===== config.mk =====
export PLATFORM = sky130hd
export DESIGN_NAME = hack_cpu_mc
export DESIGN_NICKNAME = d
export VERILOG_FILES = /design/src/rtl/hack_cpu_mc.sv
export SDC_FILE = /design/constraint.sdc
export NUM_CORES = 1
export LEC_CHECK = 0
export ABC_AREA = 1
export BUFFER_PORTS_ARGS = -buffer_cell sky130_fd_sc_hd__buf_4
export CAP_MARGIN = 20
export CELL_PAD_IN_SITES_DETAIL_PLACEMENT = 0
export CELL_PAD_IN_SITES_GLOBAL_PLACEMENT = 1
export CORE_MARGIN = 2
export CORE_UTILIZATION = 25
export CTS_BUF_LIST = sky130_fd_sc_hd__clkbuf_16
export CTS_CLUSTER_SIZE = 10
export DETAILED_ROUTE_END_ITERATION = 8
export GPL_TIMING_DRIVEN = 0
export PLACE_DENSITY = 0.63
export SLEW_MARGIN = 30
export SYNTH_ARGS = -nofsm -noshare
export SYNTH_HDL_FRONTEND = slang
export SYNTH_SLANG_ARGS = --single-unit
export TNS_END_PERCENT = 5

===== constraint.sdc =====
create_clock -name clk -period 8.9 [get_ports clk]
set_input_delay 2.67 -clock clk [delete_from_list [all_inputs] [get_ports clk]]
set_output_delay 2.67 -clock clk [all_outputs]
set_load 0.02 [all_outputs]

===== src/rtl/hack_cpu_mc.sv =====
// hack_cpu_mc: multi-cycle Hack-style CPU (A/D/M registers, C-instruction ALU) with req/ack imem and dmem ports.
// Latency: A-instr 2 cycles, C-instr 3 (no M), 4 (M read or M write), 5 (both); each memory wait cycle adds 1.
// Backpressure: a memory request holds req/addr/we/wdata stable until ack is sampled high; ack without req is ignored.
// Option: define CPU_HALT_EN to stop in a HALT state on an unconditional self-jump (halted=1 until reset).
module hack_cpu_mc #(
  parameter int DATA_W   = 16,
  parameter int ADDR_W   = 15,
  parameter int RESET_PC = 0
) (
  input  logic              clk,
  input  logic              reset,
  output logic              imem_req,
  output logic [ADDR_W-1:0] imem_addr,
  input  logic [DATA_W-1:0] imem_rdata,
  input  logic              imem_ack,
  output logic              dmem_req,
  output logic              dmem_we,
  output logic [ADDR_W-1:0] dmem_addr,
  output logic [DATA_W-1:0] dmem_wdata,
  input  logic [DATA_W-1:0] dmem_rdata,
  input  logic              dmem_ack,
  output logic [ADDR_W-1:0] pc,
  output logic              halted
);

`ifdef CPU_HALT_EN
  typedef enum logic [2:0] {S_FETCH, S_DECODE, S_MREAD, S_EXEC, S_MWRITE, S_HALT} state_t;
`else
  typedef enum logic [2:0] {S_FETCH, S_DECODE, S_MREAD, S_EXEC, S_MWRITE} state_t;
`endif

  state_t              r_state;
  logic [ADDR_W-1:0]   r_pc;
  logic [DATA_W-1:0]   r_a;
  logic [DATA_W-1:0]   r_d;
  logic [DATA_W-1:0]   r_m;
  logic [DATA_W-1:0]   r_ir;
  logic                r_dmem_we;
  logic [ADDR_W-1:0]   r_dmem_addr;
  logic [DATA_W-1:0]   r_dmem_wdata;
`ifdef CPU_HALT_EN
  logic                r_halt_pend;
  logic                w_self_halt;
`endif

  // Instruction fields
  logic                w_is_c;
  logic                w_sel_m;
  logic                w_zx, w_nx, w_zy, w_ny, w_f, w_no;
  logic                w_dst_a, w_dst_d, w_dst_m;
  logic [2:0]          w_jmp_bits;

  assign w_is_c     = r_ir[DATA_W-1];
  assign w_sel_m    = r_ir[12];
  assign w_zx       = r_ir[11];
  assign w_nx       = r_ir[10];
  assign w_zy       = r_ir[9];
  assign w_ny       = r_ir[8];
  assign w_f        = r_ir[7];
  assign w_no       = r_ir[6];
  assign w_dst_a    = r_ir[5];
  assign w_dst_d    = r_ir[4];
  assign w_dst_m    = r_ir[3];
  assign w_jmp_bits = r_ir[2:0];

  // ALU datapath and jump decision
  logic [DATA_W-1:0]   w_x, w_y, w_fout, w_alu;
  logic                w_zr, w_ng, w_jmp;
  logic [ADDR_W-1:0]   w_pc_inc, w_target, w_next_pc;

  // Combinational ALU: x is D, y is A or M; jump on lt/eq/gt flags of the result
  always_comb begin
    w_x = r_d;
    w_y = w_sel_m ? r_m : r_a;
    if (w_zx) w_x = '0;
    if (w_nx) w_x = ~w_x;
    if (w_zy) w_y = '0;
    if (w_ny) w_y = ~w_y;
    w_fout = w_f ? (w_x + w_y) : (w_x & w_y);
    w_alu  = w_no ? ~w_fout : w_fout;
    w_zr   = (w_alu == '0);
    w_ng   = w_alu[DATA_W-1];
    w_jmp  = (w_jmp_bits[2] & w_ng) | (w_jmp_bits[1] & w_zr) | (w_jmp_bits[0] & ~w_zr & ~w_ng);
  end

  assign w_pc_inc  = r_pc + ADDR_W'(1);
  assign w_target  = r_a[ADDR_W-1:0];
  assign w_next_pc = w_jmp ? w_target : w_pc_inc;
`ifdef CPU_HALT_EN
  assign w_self_halt = (w_jmp_bits == 3'b111) && (w_target == r_pc);
`endif

  // Requests follow the state but are forced low in any cycle reset is asserted
  assign imem_req   = (r_state == S_FETCH) && !reset;
  assign imem_addr  = r_pc;
  assign dmem_req   = ((r_state == S_MREAD) || (r_state == S_MWRITE)) && !reset;
  assign dmem_we    = r_dmem_we;
  assign dmem_addr  = r_dmem_addr;
  assign dmem_wdata = r_dmem_wdata;
  assign pc         = r_pc;
`ifdef CPU_HALT_EN
  assign halted     = (r_state == S_HALT);
`else
  assign halted     = 1'b0;
`endif

  // Control FSM plus architectural state; reset abandons any transaction in flight
  always_ff @(posedge clk) begin
    if (reset) begin
      r_state      <= S_FETCH;
      r_pc         <= ADDR_W'(RESET_PC);
      r_a          <= '0;
      r_d          <= '0;
      r_m          <= '0;
      r_ir         <= '0;
      r_dmem_we    <= 1'b0;
      r_dmem_addr  <= '0;
      r_dmem_wdata <= '0;
`ifdef CPU_HALT_EN
      r_halt_pend  <= 1'b0;
`endif
    end else begin
      case (r_state)
        S_FETCH: begin
          if (imem_ack) begin
            r_ir    <= imem_rdata;
            r_state <= S_DECODE;
          end
        end
        S_DECODE: begin
          if (!w_is_c) begin
            r_a     <= {1'b0, r_ir[DATA_W-2:0]};
            r_pc    <= w_pc_inc;
            r_state <= S_FETCH;
          end else if (w_sel_m) begin
            r_dmem_addr <= r_a[ADDR_W-1:0];
            r_dmem_we   <= 1'b0;
            r_state     <= S_MREAD;
          end else begin
            r_state <= S_EXEC;
          end
        end
        S_MREAD: begin
          if (dmem_ack) begin
            r_m     <= dmem_rdata;
            r_state <= S_EXEC;
          end
        end
        S_EXEC: begin
          if (w_dst_a) r_a <= w_alu;
          if (w_dst_d) r_d <= w_alu;
          r_pc <= w_next_pc;
`ifdef CPU_HALT_EN
          r_halt_pend <= w_self_halt;
`endif
          if (w_dst_m) begin
            // M is written at the A value that was current when this instruction started
            r_dmem_addr  <= r_a[ADDR_W-1:0];
            r_dmem_wdata <= w_alu;
            r_dmem_we    <= 1'b1;
            r_state      <= S_MWRITE;
          end else begin
`ifdef CPU_HALT_EN
            r_state <= w_self_halt ? S_HALT : S_FETCH;
`else
            r_state <= S_FETCH;
`endif
          end
        end
        S_MWRITE: begin
          if (dmem_ack) begin
            r_dmem_we <= 1'b0;
`ifdef CPU_HALT_EN
            r_state   <= r_halt_pend ? S_HALT : S_FETCH;
`else
            r_state   <= S_FETCH;
`endif
          end
        end
`ifdef CPU_HALT_EN
        S_HALT: begin
          r_state <= S_HALT;
        end
`endif
        default: begin
          r_state <= S_FETCH;
        end
      endcase
    end
  end

endmodule


# Word level (Yosys, flattened, before mapping)
# Cells that the tools add are included.
[op_classes] add_sub_neg=2 multipliers=0 div=0 n_lt_le_gt_ge=0 n_eq_ne=12 shift=0 n_mux=29 bitwise_logic=12 n_reduce_logical=17
[op_table] op="16-bit 2-to-1 mux" count=9
[op_table] op="15-bit 2-to-1 mux" count=5
[op_table] op="15-bit one-hot mux with 2 select lines" count=2
[op_table] op="16-bit inverter" count=3
[op_table] op="16-bit one-hot mux with 2 select lines" count=1
[op_table] op="16-bit adder" count=1
[op_table] op="16-bit bitwise AND" count=1
[op_table] op="16-bit zero test" count=1
[op_table] op="2-bit inequality test, second input constant" count=8
[op_table] op="15-bit by 1-bit adder with 15-bit output, second input constant" count=1
[op_table] op="3-bit one-hot mux with 5 select lines" count=1
[op_table] op="3-bit 2-to-1 mux" count=4
[op_table] op="2-bit AND reduction" count=5
[op_table] op="3-bit by 2-bit == test with 1-bit output, second input constant" count=2
[op_table] op="3-bit AND reduction" count=2
[op_table] op="1-bit 2-to-1 mux" count=5
[op_table] op="5-bit AND reduction" count=1
[op_table] op="1-bit bitwise AND" count=4
[op_table] op="4-bit AND reduction" count=1
[op_table] op="3-bit by 1-bit == test with 1-bit output, second input constant" count=1
[op_table] op="3-bit == test, second input constant" count=1
[op_table] op="3-bit zero test" count=1
[op_table] op="1-bit one-hot mux with 3 select lines" count=1
[op_table] op="3-bit nonzero test" count=1
[op_table] op="7 further kinds" count=10
[totals] regBits=114 latchBits=0 ram_bits=0 mem_bits_ro=0 output_inout_bits=65 mem_count=0

# Longest topological paths before layout
[depth] ltp_word=15 depth_mapped=30

# Least setup slack after synthesis
# No wires, ideal clock.
[synth_timing] kind="input to output" from="in reset" to="out dmem_req" arrival_ns=3.160 setup_slack_ns=3.070 path_stages=2 path_buffers=1 path_cell_list="clkbuf_1 -> nor2_1"
[synth_between] elab_chain_cells=2
[synth_rtl] item="start: declaration" line_no="11" rtl="input logic reset,"
[synth_rtl] item="1-bit zero test" line_no="96" rtl="assign dmem_req = ((r_state == S_MREAD) || (r_state == S_MWRITE)) && !reset;"
[synth_rtl] item="1-bit logical AND" line_no="96"
[synth_rtl] item="end: declaration" line_no="16" rtl="output logic dmem_req,"
# No other way between the ends.

# Worst setup path after layout
# Ends and elaborated chain as after synthesis.

==> metrics.md <==
| Metric | Value |
|---|---|
| Clk sink count | 114 |
| Post-cts sizing count | 0 |
| Final Max Tran Viols | 0 |
| Syn nets | 1138 |
| Nets@finish | 1255 |
| # rows | 61 |
| Initial Util | 25.40% |
| Max-cap violation count | 0 |
| Post-synthesis cell type count | 40 |
| Critical Path End | dmem_req |
| Arrival time at the worst endpoint | 3530 ps |
| Combinational Power Share | 27.5% |
| Boundary Pins | 101 |
| Post-synthesis sequential area ratio | 32.25% |
| R2r endpoint | imem_addr[6] |
| Number of routed nets with antenna violations | 0 |
| DPL Wire Length | 20.56 mm |
| Finish-stage setup viols | 0 |
| RSZ-0062 raised after global routing | no |
| Final Skew | 19.78 ps |
| Status | complete, no violations |
| DP Cell Count | 1560 |
| R2r setup slk | 3790 ps |
| WS Path Type | in2out |
| Max Root-Sink Buffers | 2 |
| Antenna violations before repair | 0 |
| CTS clk-pin slew, worst paths | 60 ps |
| Clock power share | 42.0% |
| Slew margin rel. | 46.52% |
| H-tree level count | 4 |
| CP Launch Point | reset |
| GRT Util Overall | 18.03% |
| CTS tree | done |
| WL per Instance | 16.56 um |
| DRT iter0 DRCs | 517 |
| Final Non-Filler Cells | 1592 |
| Critical Path RT | 6230 ps |
| Die H | 172.2 um |
| Reg2Reg Depth | 26 |
| Final Hold Fails | 0 |
| Power Density | 206.1 nW/um^2 |
| Ant. Diodes | 0 |
| Mapped cell area | 7077 um^2 |
| CTS Buf Count | 17 |
| Seq pwr share | 30.5% |
| Tmin final | 6202 ps |
| Hold_buf cts | 0 |
| GPL Wtd Cong | 0.8409 |
| Total die area | 29670 um^2 |
| Drt first pass iters | 7 |
| Port Buffer Count | 98 |
| Critical Path Stages | 4 |
| Maximum vdd drop | 0.08715 mV |
| Sw frac | 34.69% |
| Post-CTS Setup Inserts | 0 |
| Core ar. | 27860 um^2 |
| Fill cell count | 3073 |
| Vias per cell | 4.579 |
| Startpoint Class | input pin |
| Layout cells sized above 1 | 15.24% |
| DRC errors left | 0 |
| Reg2reg start | r_ir[12] |
| Vias post-DR | 7289 |
| Mapped Cells | 1084 |
| Die W | 172.2 um |
| CP Cell Sequence | buf_4 -> clkbuf_1 -> nor2_1 -> buf_4 |
| Register bit total from synthesis | 114 |
| Crit end category | output port |
| Pin count of the biggest net entering global routing | 17 |
| Worst path bufs/invs | 3 |
| Top delay family on crit path | buffers and inverters |
| Syn Area/Cell | 6.528 um^2 |
| CP Max Fanout | 10 |
| Post-Route Setup TNS | 0 ps |
| Least-Margin Pin Slew | 799.3 ps |
| Clk_lat worst skew | 440 ps |
| Max Fclk | 0.1612 GHz |
| Synth warnings | 0 |
| Synth-to-layout area growth | 26.34% |
| Number of global-route vias before repair | 6786 |
| CP peak stage delay | 450 ps |
| P_int | 1.204 mW |
| First-pass GRT wire length | 40.01 mm |
| NetSw | 639.3 uW |
| GRT overflow | 0 |
| Lkg Pwr | 4.247 nW |
| Final period util | 69.68% |
| Worst path most repeated cell | buf_4 |
| Slowest stage cell, crit path | clkbuf_1 |
| Hold Path Class | reg2reg |
| Routed wire length | 26.36 mm |
| Root buffer cell | clkbuf_16 |
==> kinds of logic (layout without fill, tap and decap cells) <==
family          Yosys count  count (layout)  share of synthesized area, %
compound gates          215             215                         16.90
buf+inv                 214             344                         12.62
xor+xnor                 47              47                         5.817
flops                   114             114                         32.25
simple gates            475             475                         29.07
other cells               1               1                       0.05299
fa+ha+maj                18              18                         3.288
==> worst register-to-register path: stages, from the launching register on <==
cell and delay (ps):
dfxtp_1 310, clkbuf_1 390, inv_1 200, clkbuf_1 270
clkbuf_1 260, o21ai_0 280, xor2_1 180, ha_1 270
inv_1 100, fa_1 480, nand2_1 50, o21ai_0 130
xor2_1 600, nand2_1 120, nor2_1 120, nand3_1 80
nor2_1 110, nand3_1 110, nor2_2 140, nand2_1 80
nand2_2 70, nand3_4 140, nand2_4 130, buf_6 150
nand2_1 60, o21ai_1 70, a21oi_1 70
==> sequential cells by signal, summed over array words and instances (netlist names) <==
register and cells:
r_state 3, imem_addr 15, r_m 16, r_d 16, dmem_wdata 16, dmem_addr 15
r_ir 16, dmem_we 1, r_a 16
==> worst min path at each step <==
stage,startpoint,to,cells past startpoint
after global placement,r_a[10],r_a[10],2
after detailed placement,r_a[10],r_a[10],2
after global routing,r_a[8],r_a[8],2
after floorplan,r_ir[13],r_ir[13],2
after CTS,r_a[10],r_a[10],2
final,r_a[11],r_a[11],2
==> synth_stat cells <==
library cell / number / share of area [%]
and2_1: 3 / 0.27
nand3_4: 1 / 0.25
nand2_2: 13 / 1.1
inv_1: 140 / 7.4
o21ai_0: 81 / 5.7
o2111ai_1: 1 / 0.12
a221oi_1: 4 / 0.49
buf_4: 16 / 1.7
buf_2: 6 / 0.42
nor2_4: 2 / 0.32
nor3b_1: 1 / 0.11
dfxtp_1: 114 / 32
conb_1: 1 / 0.053
buf_1: 8 / 0.42
clkinv_1: 3 / 0.16
inv_2: 2 / 0.11
buf_6: 3 / 0.48
a21oi_2: 1 / 0.12
nand2_1: 241 / 13
nand2_4: 1 / 0.16
o211ai_1: 35 / 3.7
xor2_1: 42 / 5.2
nand4_1: 6 / 0.53
fa_1: 1 / 0.28
a21oi_1: 79 / 5.6
nand3_2: 4 / 0.57
o21bai_1: 1 / 0.11
or2_2: 4 / 0.35
o21a_1: 1 / 0.11
nor2_2: 2 / 0.18
xnor2_1: 5 / 0.62
o21ai_1: 8 / 0.57
nor2_1: 87 / 4.6
nand3_1: 106 / 7.5
clkbuf_1: 36 / 1.9
o22ai_1: 1 / 0.088
nor4_1: 1 / 0.088
nor3_1: 3 / 0.21
a31oi_1: 3 / 0.27
ha_1: 17 / 3.0
==> power by group through the flow <==
| stage | combinational, mW | sequential, mW | clock (mW) |
|---|---|---|---|
| CTS | 0.507 | 0.562 | 0.781 |
| global route | 0.565 | 0.566 | 0.801 |
| detailed placement | 0.504 | 0.573 | 0 |
| finish | 0.507 | 0.563 | 0.773 |
| floorplan | 0.321 | 0.581 | 0 |
| global placement | 0.503 | 0.574 | 0 |
==> routing by layer <==
layer  GRT usage, %  share of wire (%)  vias to the layer above
li1               -                  -                     3729
met1          26.73                 51                     3318
met2          26.80                 42                      219
met3          3.410                5.9                       23
met4          4.129                1.5                        0
met5              0                  0                        -
==> cell usage in the layout, fill, tap and decap left out, drive strengths merged, types with 5 or more instances in the layout <==
cell      n
dfxtp   114
nand3   111
xnor2     5
inv     145
ha       17
clkbuf   53
xor2     42
o21ai    89
o211ai   35
nor2     91
bufinv    5
nand2   255
nand4     6
a21oi    80
clkinv    7
buf     131
==> metrics by stage <==
step	power [mW]	utilization [%]	cell area, um^2	hold slack, ps	setup slack [ps]
final	1.843	32.10	8941	462.3	2698
after global routing	1.933	32.10	8941	488.0	2647
after CTS	1.850	32.10	8941	465.5	2673
after detailed placement	1.077	29.74	8285	456.3	2675
after global placement	1.077	29.74	8285	455.2	2667
after floorplan	0.9019	-	7077	441.1	3070
==> cell type report <==
| class | instances | area [um^2] | share of cell area, % |
|---|---|---|---|
| buffer | 69 | 349.1 | 3.904 |
| clock buffer | 17 | 425.4 | 4.758 |
| clock inverter | 15 | 230.2 | 2.575 |
| inverter | 145 | 544.3 | 6.087 |
| multi-input combinational | 756 | 3901 | 43.63 |
| sequential | 114 | 2282 | 25.52 |
| tap | 378 | 473.0 | 5.290 |
| timing repair buffer | 98 | 735.7 | 8.228 |
No activity file was read; power rests on OpenSTA's default activity.
